### src/rtl/spi_engine_sdo_lane_scheduler_if.sv
// SDO lane scheduler bus: FIFO-side word stream in, assembled multi-lane word out.
// The master modport is the scheduler; the slave modport is its environment.
interface spi_engine_sdo_lane_scheduler_if #(
  parameter int DATA_WIDTH = 8,
  parameter int NUM_OF_SDO = 4
);
  logic                             s_data_valid;
  logic                             s_data_ready;
  logic [DATA_WIDTH-1:0]            s_data;
  logic                             s_last;
  logic                             m_valid;
  logic                             m_ready;
  logic [NUM_OF_SDO*DATA_WIDTH-1:0] m_data;

  modport master (
    input  s_data_valid, s_data, m_ready,
    output s_data_ready, s_last, m_valid, m_data
  );

  modport slave (
    output s_data_valid, s_data, m_ready,
    input  s_data_ready, s_last, m_valid, m_data
  );
endinterface

### src/rtl/spi_engine_sdo_lane_scheduler.sv
// Gathers one FIFO word per active SDO lane into its physical lane slot and
// presents the assembled multi-lane word to the output shift register.
module spi_engine_sdo_lane_scheduler #(
  parameter int DATA_WIDTH = 8,
  parameter int NUM_OF_SDO = 4
) (
  input  logic                                   clk,
  input  logic                                   reset,
  input  logic                                   lane_mask_wr,
  input  logic [7:0]                             lane_mask_in,
  input  logic [7:0]                             left_shift,
  input  logic                                   idle_state,
  spi_engine_sdo_lane_scheduler_if.master        bus,
  output logic [3:0]                             active_lanes,
  output logic                                   busy
);
  localparam int LANE_W = (NUM_OF_SDO > 1) ? $clog2(NUM_OF_SDO) : 1;
  localparam int WORD_W = NUM_OF_SDO * DATA_WIDTH;
  localparam logic [LANE_W-1:0] LAST_LANE = LANE_W'(NUM_OF_SDO - 1);

  typedef enum logic [1:0] {SCAN, COLLECT, PRESENT} state_t;

  state_t                state_q, state_d;
  logic [NUM_OF_SDO-1:0] mask_q, mask_d;
  logic [LANE_W-1:0]     scan_idx_q, scan_idx_d;
  logic [3:0]            scan_cnt_q, scan_cnt_d;
  logic [3:0]            active_lanes_q, active_lanes_d;
  logic [3:0]            k_q, k_d;
  logic [LANE_W-1:0]     list_q [NUM_OF_SDO];
  logic [LANE_W-1:0]     list_d [NUM_OF_SDO];
  logic [WORD_W-1:0]     m_data_q, m_data_d;

  logic [NUM_OF_SDO-1:0] mask_eff;
  logic [DATA_WIDTH-1:0] shifted;
  logic                  ready;
  logic                  last;
  logic                  beat;
  logic                  mask_in_unused;

  assign mask_in_unused = ^lane_mask_in;

  // An all-zero mask means every lane is active.
  assign mask_eff = (lane_mask_in[NUM_OF_SDO-1:0] == '0) ? '1 : lane_mask_in[NUM_OF_SDO-1:0];
  assign shifted  = (left_shift >= 8'(DATA_WIDTH)) ? '0 : (bus.s_data << left_shift);
  assign ready    = (state_q == COLLECT);
  assign last     = ready && (k_q == (active_lanes_q - 4'd1));
  assign beat     = ready && bus.s_data_valid;

  always_comb begin
    state_d        = state_q;
    mask_d         = mask_q;
    scan_idx_d     = scan_idx_q;
    scan_cnt_d     = scan_cnt_q;
    active_lanes_d = active_lanes_q;
    k_d            = k_q;
    list_d         = list_q;
    m_data_d       = m_data_q;

    case (state_q)
      SCAN: begin
        if (mask_q[scan_idx_q]) begin
          list_d[scan_cnt_q[LANE_W-1:0]] = scan_idx_q;
          scan_cnt_d = scan_cnt_q + 4'd1;
        end
        if (scan_idx_q == LAST_LANE) begin
          active_lanes_d = scan_cnt_q + {3'b000, mask_q[scan_idx_q]};
          scan_idx_d     = '0;
          k_d            = '0;
          m_data_d       = {WORD_W{idle_state}};
          state_d        = COLLECT;
        end else begin
          scan_idx_d = scan_idx_q + 1'b1;
        end
      end
      COLLECT: begin
        if (beat) begin
          m_data_d[int'(list_q[k_q[LANE_W-1:0]]) * DATA_WIDTH +: DATA_WIDTH] = shifted;
          k_d = k_q + 4'd1;
          if (last) begin
            state_d = PRESENT;
          end
        end
      end
      PRESENT: begin
        if (bus.m_ready) begin
          k_d      = '0;
          m_data_d = {WORD_W{idle_state}};
          state_d  = COLLECT;
        end
      end
      default: state_d = SCAN;
    endcase

    // A mask load overrides everything, including a beat accepted this cycle.
    if (lane_mask_wr) begin
      mask_d     = mask_eff;
      scan_idx_d = '0;
      scan_cnt_d = '0;
      k_d        = '0;
      state_d    = SCAN;
    end
  end

  always_ff @(posedge clk or posedge reset) begin
    if (reset) begin
      state_q        <= SCAN;
      mask_q         <= '1;
      scan_idx_q     <= '0;
      scan_cnt_q     <= '0;
      active_lanes_q <= 4'(NUM_OF_SDO);
      k_q            <= '0;
      list_q         <= '{default: '0};
      m_data_q       <= '0;
    end else begin
      state_q        <= state_d;
      mask_q         <= mask_d;
      scan_idx_q     <= scan_idx_d;
      scan_cnt_q     <= scan_cnt_d;
      active_lanes_q <= active_lanes_d;
      k_q            <= k_d;
      list_q         <= list_d;
      m_data_q       <= m_data_d;
    end
  end

  assign bus.s_data_ready = ready;
  assign bus.s_last       = last;
  assign bus.m_valid      = (state_q == PRESENT);
  assign bus.m_data       = m_data_q;
  assign active_lanes     = active_lanes_q;
  assign busy             = (state_q == SCAN);
endmodule

### src/flat_wrapper.sv
// flat-port wrapper written by rule: the top's interface ports become plain ports
module spi_engine_sdo_lane_scheduler_flat 
#(
  parameter int DATA_WIDTH = 8,
  parameter int NUM_OF_SDO = 4
)
  (clk, reset, lane_mask_wr, lane_mask_in, left_shift, idle_state, active_lanes, busy, bus_s_data_valid, bus_s_data, bus_m_ready, bus_s_data_ready, bus_s_last, bus_m_valid, bus_m_data);
  spi_engine_sdo_lane_scheduler_if #(.DATA_WIDTH(DATA_WIDTH), .NUM_OF_SDO(NUM_OF_SDO)) bus_i ();
  input  logic clk;
  input  logic reset;
  input  logic lane_mask_wr;
  input  logic [7:0] lane_mask_in;
  input  logic [7:0] left_shift;
  input  logic idle_state;
  output logic [3:0] active_lanes;
  output logic busy;
  input wire logic [$bits(bus_i.s_data_valid)-1:0] bus_s_data_valid;
  input wire logic [$bits(bus_i.s_data)-1:0] bus_s_data;
  input wire logic [$bits(bus_i.m_ready)-1:0] bus_m_ready;
  output wire logic [$bits(bus_i.s_data_ready)-1:0] bus_s_data_ready;
  output wire logic [$bits(bus_i.s_last)-1:0] bus_s_last;
  output wire logic [$bits(bus_i.m_valid)-1:0] bus_m_valid;
  output wire logic [$bits(bus_i.m_data)-1:0] bus_m_data;
  assign bus_i.s_data_valid = bus_s_data_valid;
  assign bus_i.s_data = bus_s_data;
  assign bus_i.m_ready = bus_m_ready;
  assign bus_s_data_ready = bus_i.s_data_ready;
  assign bus_s_last = bus_i.s_last;
  assign bus_m_valid = bus_i.m_valid;
  assign bus_m_data = bus_i.m_data;
  spi_engine_sdo_lane_scheduler #(.DATA_WIDTH(DATA_WIDTH), .NUM_OF_SDO(NUM_OF_SDO)) u_core (.clk(clk), .reset(reset), .lane_mask_wr(lane_mask_wr), .lane_mask_in(lane_mask_in), .left_shift(left_shift), .idle_state(idle_state), .bus(bus_i), .active_lanes(active_lanes), .busy(busy));
endmodule
### config.mk
export PLATFORM = sky130hd
export DESIGN_NAME = spi_engine_sdo_lane_scheduler_flat
export DESIGN_NICKNAME = d
export VERILOG_FILES = /design/src/rtl/spi_engine_sdo_lane_scheduler_if.sv /design/src/rtl/spi_engine_sdo_lane_scheduler.sv /design/src/flat_wrapper.sv
export SDC_FILE = /design/constraint.sdc
export NUM_CORES = 1
export LEC_CHECK = 0
export ABC_AREA = 1
export BUFFER_PORTS_ARGS = -buffer_cell sky130_fd_sc_hd__buf_2
export CAP_MARGIN = 15
export CORE_UTILIZATION = 47
export DETAILED_ROUTE_END_ITERATION = 6
export PLACE_DENSITY = 0.7
export REMOVE_ABC_BUFFERS = 1
export SLEW_MARGIN = 10
export SYNTH_ARGS = -nofsm -noshare
export SYNTH_HDL_FRONTEND = slang
export SYNTH_SLANG_ARGS = --single-unit
### constraint.sdc
create_clock -name clk -period 3.4 [get_ports clk]
set_input_delay 0.17 -clock clk [delete_from_list [all_inputs] [get_ports clk]]
set_output_delay 0.17 -clock clk [all_outputs]
set_load 0.02 [all_outputs]
==> results.md <==
- Ys flop type: dfrtp_1
- CP startpoint kind: flop
- Most frequent cell after synthesis: nand2_1
- Die height: 86.9 um
- Delay of the slowest critical-path stage: 0.48 ns
- Comb power frac: 52.1%
- Pwr/cell area: 921 mW/mm^2
- Ant diodes: 0
- Later-pin clock latency in the skew report: 0.34 ns
- Compound-cell area share of the yosys netlist: 14.8%
- Post-CTS Hold Fix Bufs: 0
- Via count: 3037
- Initial Utilization: 49.3%
- CTS tree: yes
- Final core occ: 58.0%
- Fin area: 0.00399 mm^2
- Total GRT Usage: 22.2%
- Peak supply drop: 0.453 mV
- Share of post-route cells with drive strength above 1: 24.0%
- Met3 Use GR: 4.08%
- Hold Crit Class: input pin to asynchronous set/reset pin
- Mean Syn Cell Area: 8.18 um^2
- FF-to-FF Start: u_core.k_q[0]$_DFFE_PP0P_
- Adder-Cell Fraction of Synth Area: 6.28%
- Final wirelength: 7720 um
- Post-synth top area share: 40.6%
- Busiest grt layer: met2
- Core Region: 0.00687 mm^2
- Max Freq: 429 MHz
- CP top delay family: buffers and inverters
- PostCTS Resize Cnt: 0
- Worst-margin pin slew: 0.878 ns
- Worst Setup End Kind: flop
- First-pass GRT wire length: 12800 um
- Pin count of the biggest net entering global routing: 44
- Area growth from synthesis to layout: 17.7%
- Remaining Overflow, GRT: 0
- Multi-input gate area: 0.00164 mm^2
- Synth warn: 0
- Final Net Count: 533
- Num ports: 70
- Simple-Gate Fraction of Synth Area: 25.2%
- CP bufs+invs: 3
- Sequential area share after synthesis: 44.5%
- Worst Path Required: 3.66 ns
- FF+latch area: 0.00151 mm^2
- Min cycle time layout: 2.33 ns
- Mapped Cells: 414
- Distinct cells, synth: 36
- Internal power of the cells: 1.92 mW
- Psw: 1.75 mW
- Final hold vios: 0
- CP max FO: 12
- GRT met1 Usage: 30.7%
- Xor/xnor cell area share of the yosys netlist: 1.81%
- Width of the die: 86.9 um
- Max Root-Sink Buffers: 2
- Sink Count: 60
- Remaining DRCs: 0
- Via/cell ratio: 5.17
- Post-synth ARST share: 100%
- Final Skew: 0.00773 ns
- Max Cap Viol: 0
- Synth Register Bits: 60
- # H-tree levels: 3
- Final Max Slew Viols: 0
- Pleak: 1.97 nW
- CP Class: flop to flop
- Root buffer cell: clkbuf_8
- DRT antenna net count: 0
- Vias in the first global route: 2764
- Initial antenna violation count: 0
- Sw Share: 47.7%
- Headroom to the max-slew limit: 41.4%
- # rows: 30
- Number of flops mapped to enable cells by yosys: 0
- Worst path cell trace: inv_2, nand2_1, a32oi_1, inv_1, ha_1, inv_1, nand2_2, nor2_2, nand2_1, a21oi_1
- Crit share post-route: 68.6%
- Outcome: finished, final reports clean
- GPL Wtd Cong: 0.873
- Dominant cell type by area after synthesis: dfrtp_1
- Mux contribution to synthesized area: 0.296%
- Die footprint: 0.00755 mm^2
- Place WS: 1.12 ns
- Sequential share of power: 32.7%
- Filler cells: 658
- GRT met2 Usage: 34.6%
- Clk pwr share: 15.2%
- Final WS setup: 1.07 ns
- RSZ-0062 raised after global routing: no
- Post-CTS Setup Inserts: 0
- Sum Neg Setup Slack: 0 ns
- HPWL after DPL: 5830 um
- Worst Setup SP: u_core.k_q[0]$_DFFE_PP0P_
- Setup-failing EPs final: 0
- Placed cell areas: 0.00382 mm^2
- Max stage delay cell, worst path: dfrtp_1
- Arr. time, crit path: 2.59 ns
- Post-synth top cells: nand2_1, dfrtp_1, inv_1
- Top cells by area, synth: dfrtp_1, nand2_1, ha_1
- Reg-to-reg slack, setup: 1.07 ns
- Total CTS buffers: 9
- Largest family of logic cells by synthesized area: simple AND/OR/NAND/NOR gates
- Port Buffer Count: 65
- Clock slew at reported path FFs: 0.07 ns
- Mapped Area: 0.00339 mm^2
- Initial DRC Count: 180
- WL/cell: 13.1 um
- Drt first pass iters: 4
## power by group through the flow
| stage | clock network, mW | registers [mW] | logic, mW |
|---|---|---|---|
| 3_3_place_gp | 0 | 1.21 | 1.87 |
| 2_1_floorplan | 0 | 1.45 | 1.13 |
| 4_1_cts | 0.571 | 1.20 | 1.92 |
| 6_report | 0.558 | 1.20 | 1.91 |
| 5_1_grt | 0.607 | 1.24 | 2.14 |
| 3_5_place_dp | 0 | 1.21 | 1.91 |
## metal layers
layer	up-vias	wire length, um
li1	1535	-
met1	1409	3620
met2	82	3550
met3	11	410
met4	0	133
met5	-	0
## registers in the layout, summed over array words and instances (netlist names)
register	cells
u_core.scan_idx_q	2
u_core.mask_q	4
u_core.bus.m_data	32
u_core.k_q	4
u_core.list_q	8
u_core.active_lanes	4
u_core.scan_cnt_q	4
u_core.state_q	2
## final timing paths
kind,to,cells past startpoint
setup / recovery,u_core.bus.m_data[25]$_DFFE_PP0P_,10
hold reg to reg,u_core.list_q[5]$_DFFE_PP0P_,2
max in group asynchronous,u_core.list_q[4]$_DFFE_PP0P_,3
hold / removal,u_core.bus.m_data[3]$_DFFE_PP0P_,2
setup reg to reg,u_core.bus.m_data[25]$_DFFE_PP0P_,10
min in group clk,u_core.mask_q[2]$_DFFE_PP1P_,3
## worst register-to-register path, cell delays in order (launching register included)
cell	delay, ns
dfrtp_1	0.48
inv_2	0.18
nand2_1	0.08
a32oi_1	0.31
inv_1	0.12
ha_1	0.32
inv_1	0.35
nand2_2	0.09
nor2_2	0.13
nand2_1	0.08
a21oi_1	0.14
## layout by cell type, fill, tap and decap left out, types with 2 or more instances in the layout
cell type	netlist	routed
nand2_1	65	65
buf_2	3	65
dfrtp_1	55	55
inv_1	55	54
nor2_1	41	41
nand3_1	36	36
a21oi_1	28	28
o21ai_0	24	24
ha_1	17	17
a22oi_1	14	14
nor2_2	13	13
clkbuf_8	0	10
nand4_1	9	9
o21ai_1	5	5
nor3_1	5	5
a31oi_1	5	5
dfstp_2	5	5
inv_2	3	4
xor2_1	4	4
clkinv_2	0	4
o21ai_2	3	3
nand2_2	3	3
xnor2_1	3	3
nand2_4	2	2
nor2_4	2	2
o22ai_1	2	2
## cells by family (layout without fill, tap and decap cells)
logic type               Yosys count  count (layout)
AO/OA/AOI/OAI                     85              85
XOR/XNOR                           7               7
multiplexers                       1               1
buffers and inverters             63             140
AND/OR/NAND/NOR                  181             181
flip-flops                        60              60
adder cells (fa/ha/maj)           17              17
## per-stage QoR
stage / total power, mW / hold WS (ns) / instances
after floorplan: 2.57 / 0.242 / 409
after global placement: 3.07 / 0.410 / 571
after detailed placement: 3.12 / 0.408 / 571
after CTS: 3.69 / 0.0519 / 587
after global routing: 3.98 / 0.0712 / 587
final: 3.67 / 0.0227 / 587
## cell type report
type                       instances  share of cell area [%]
clock buffer                      11                    3.55
clock inverter                     5                   0.691
inverter                          58                    5.46
multi-input combinational        291                    41.1
sequential                        60                    37.8
tap                               96                    3.01
timing repair buffer              66                    8.35
Power figures use the tool's default switching activity.
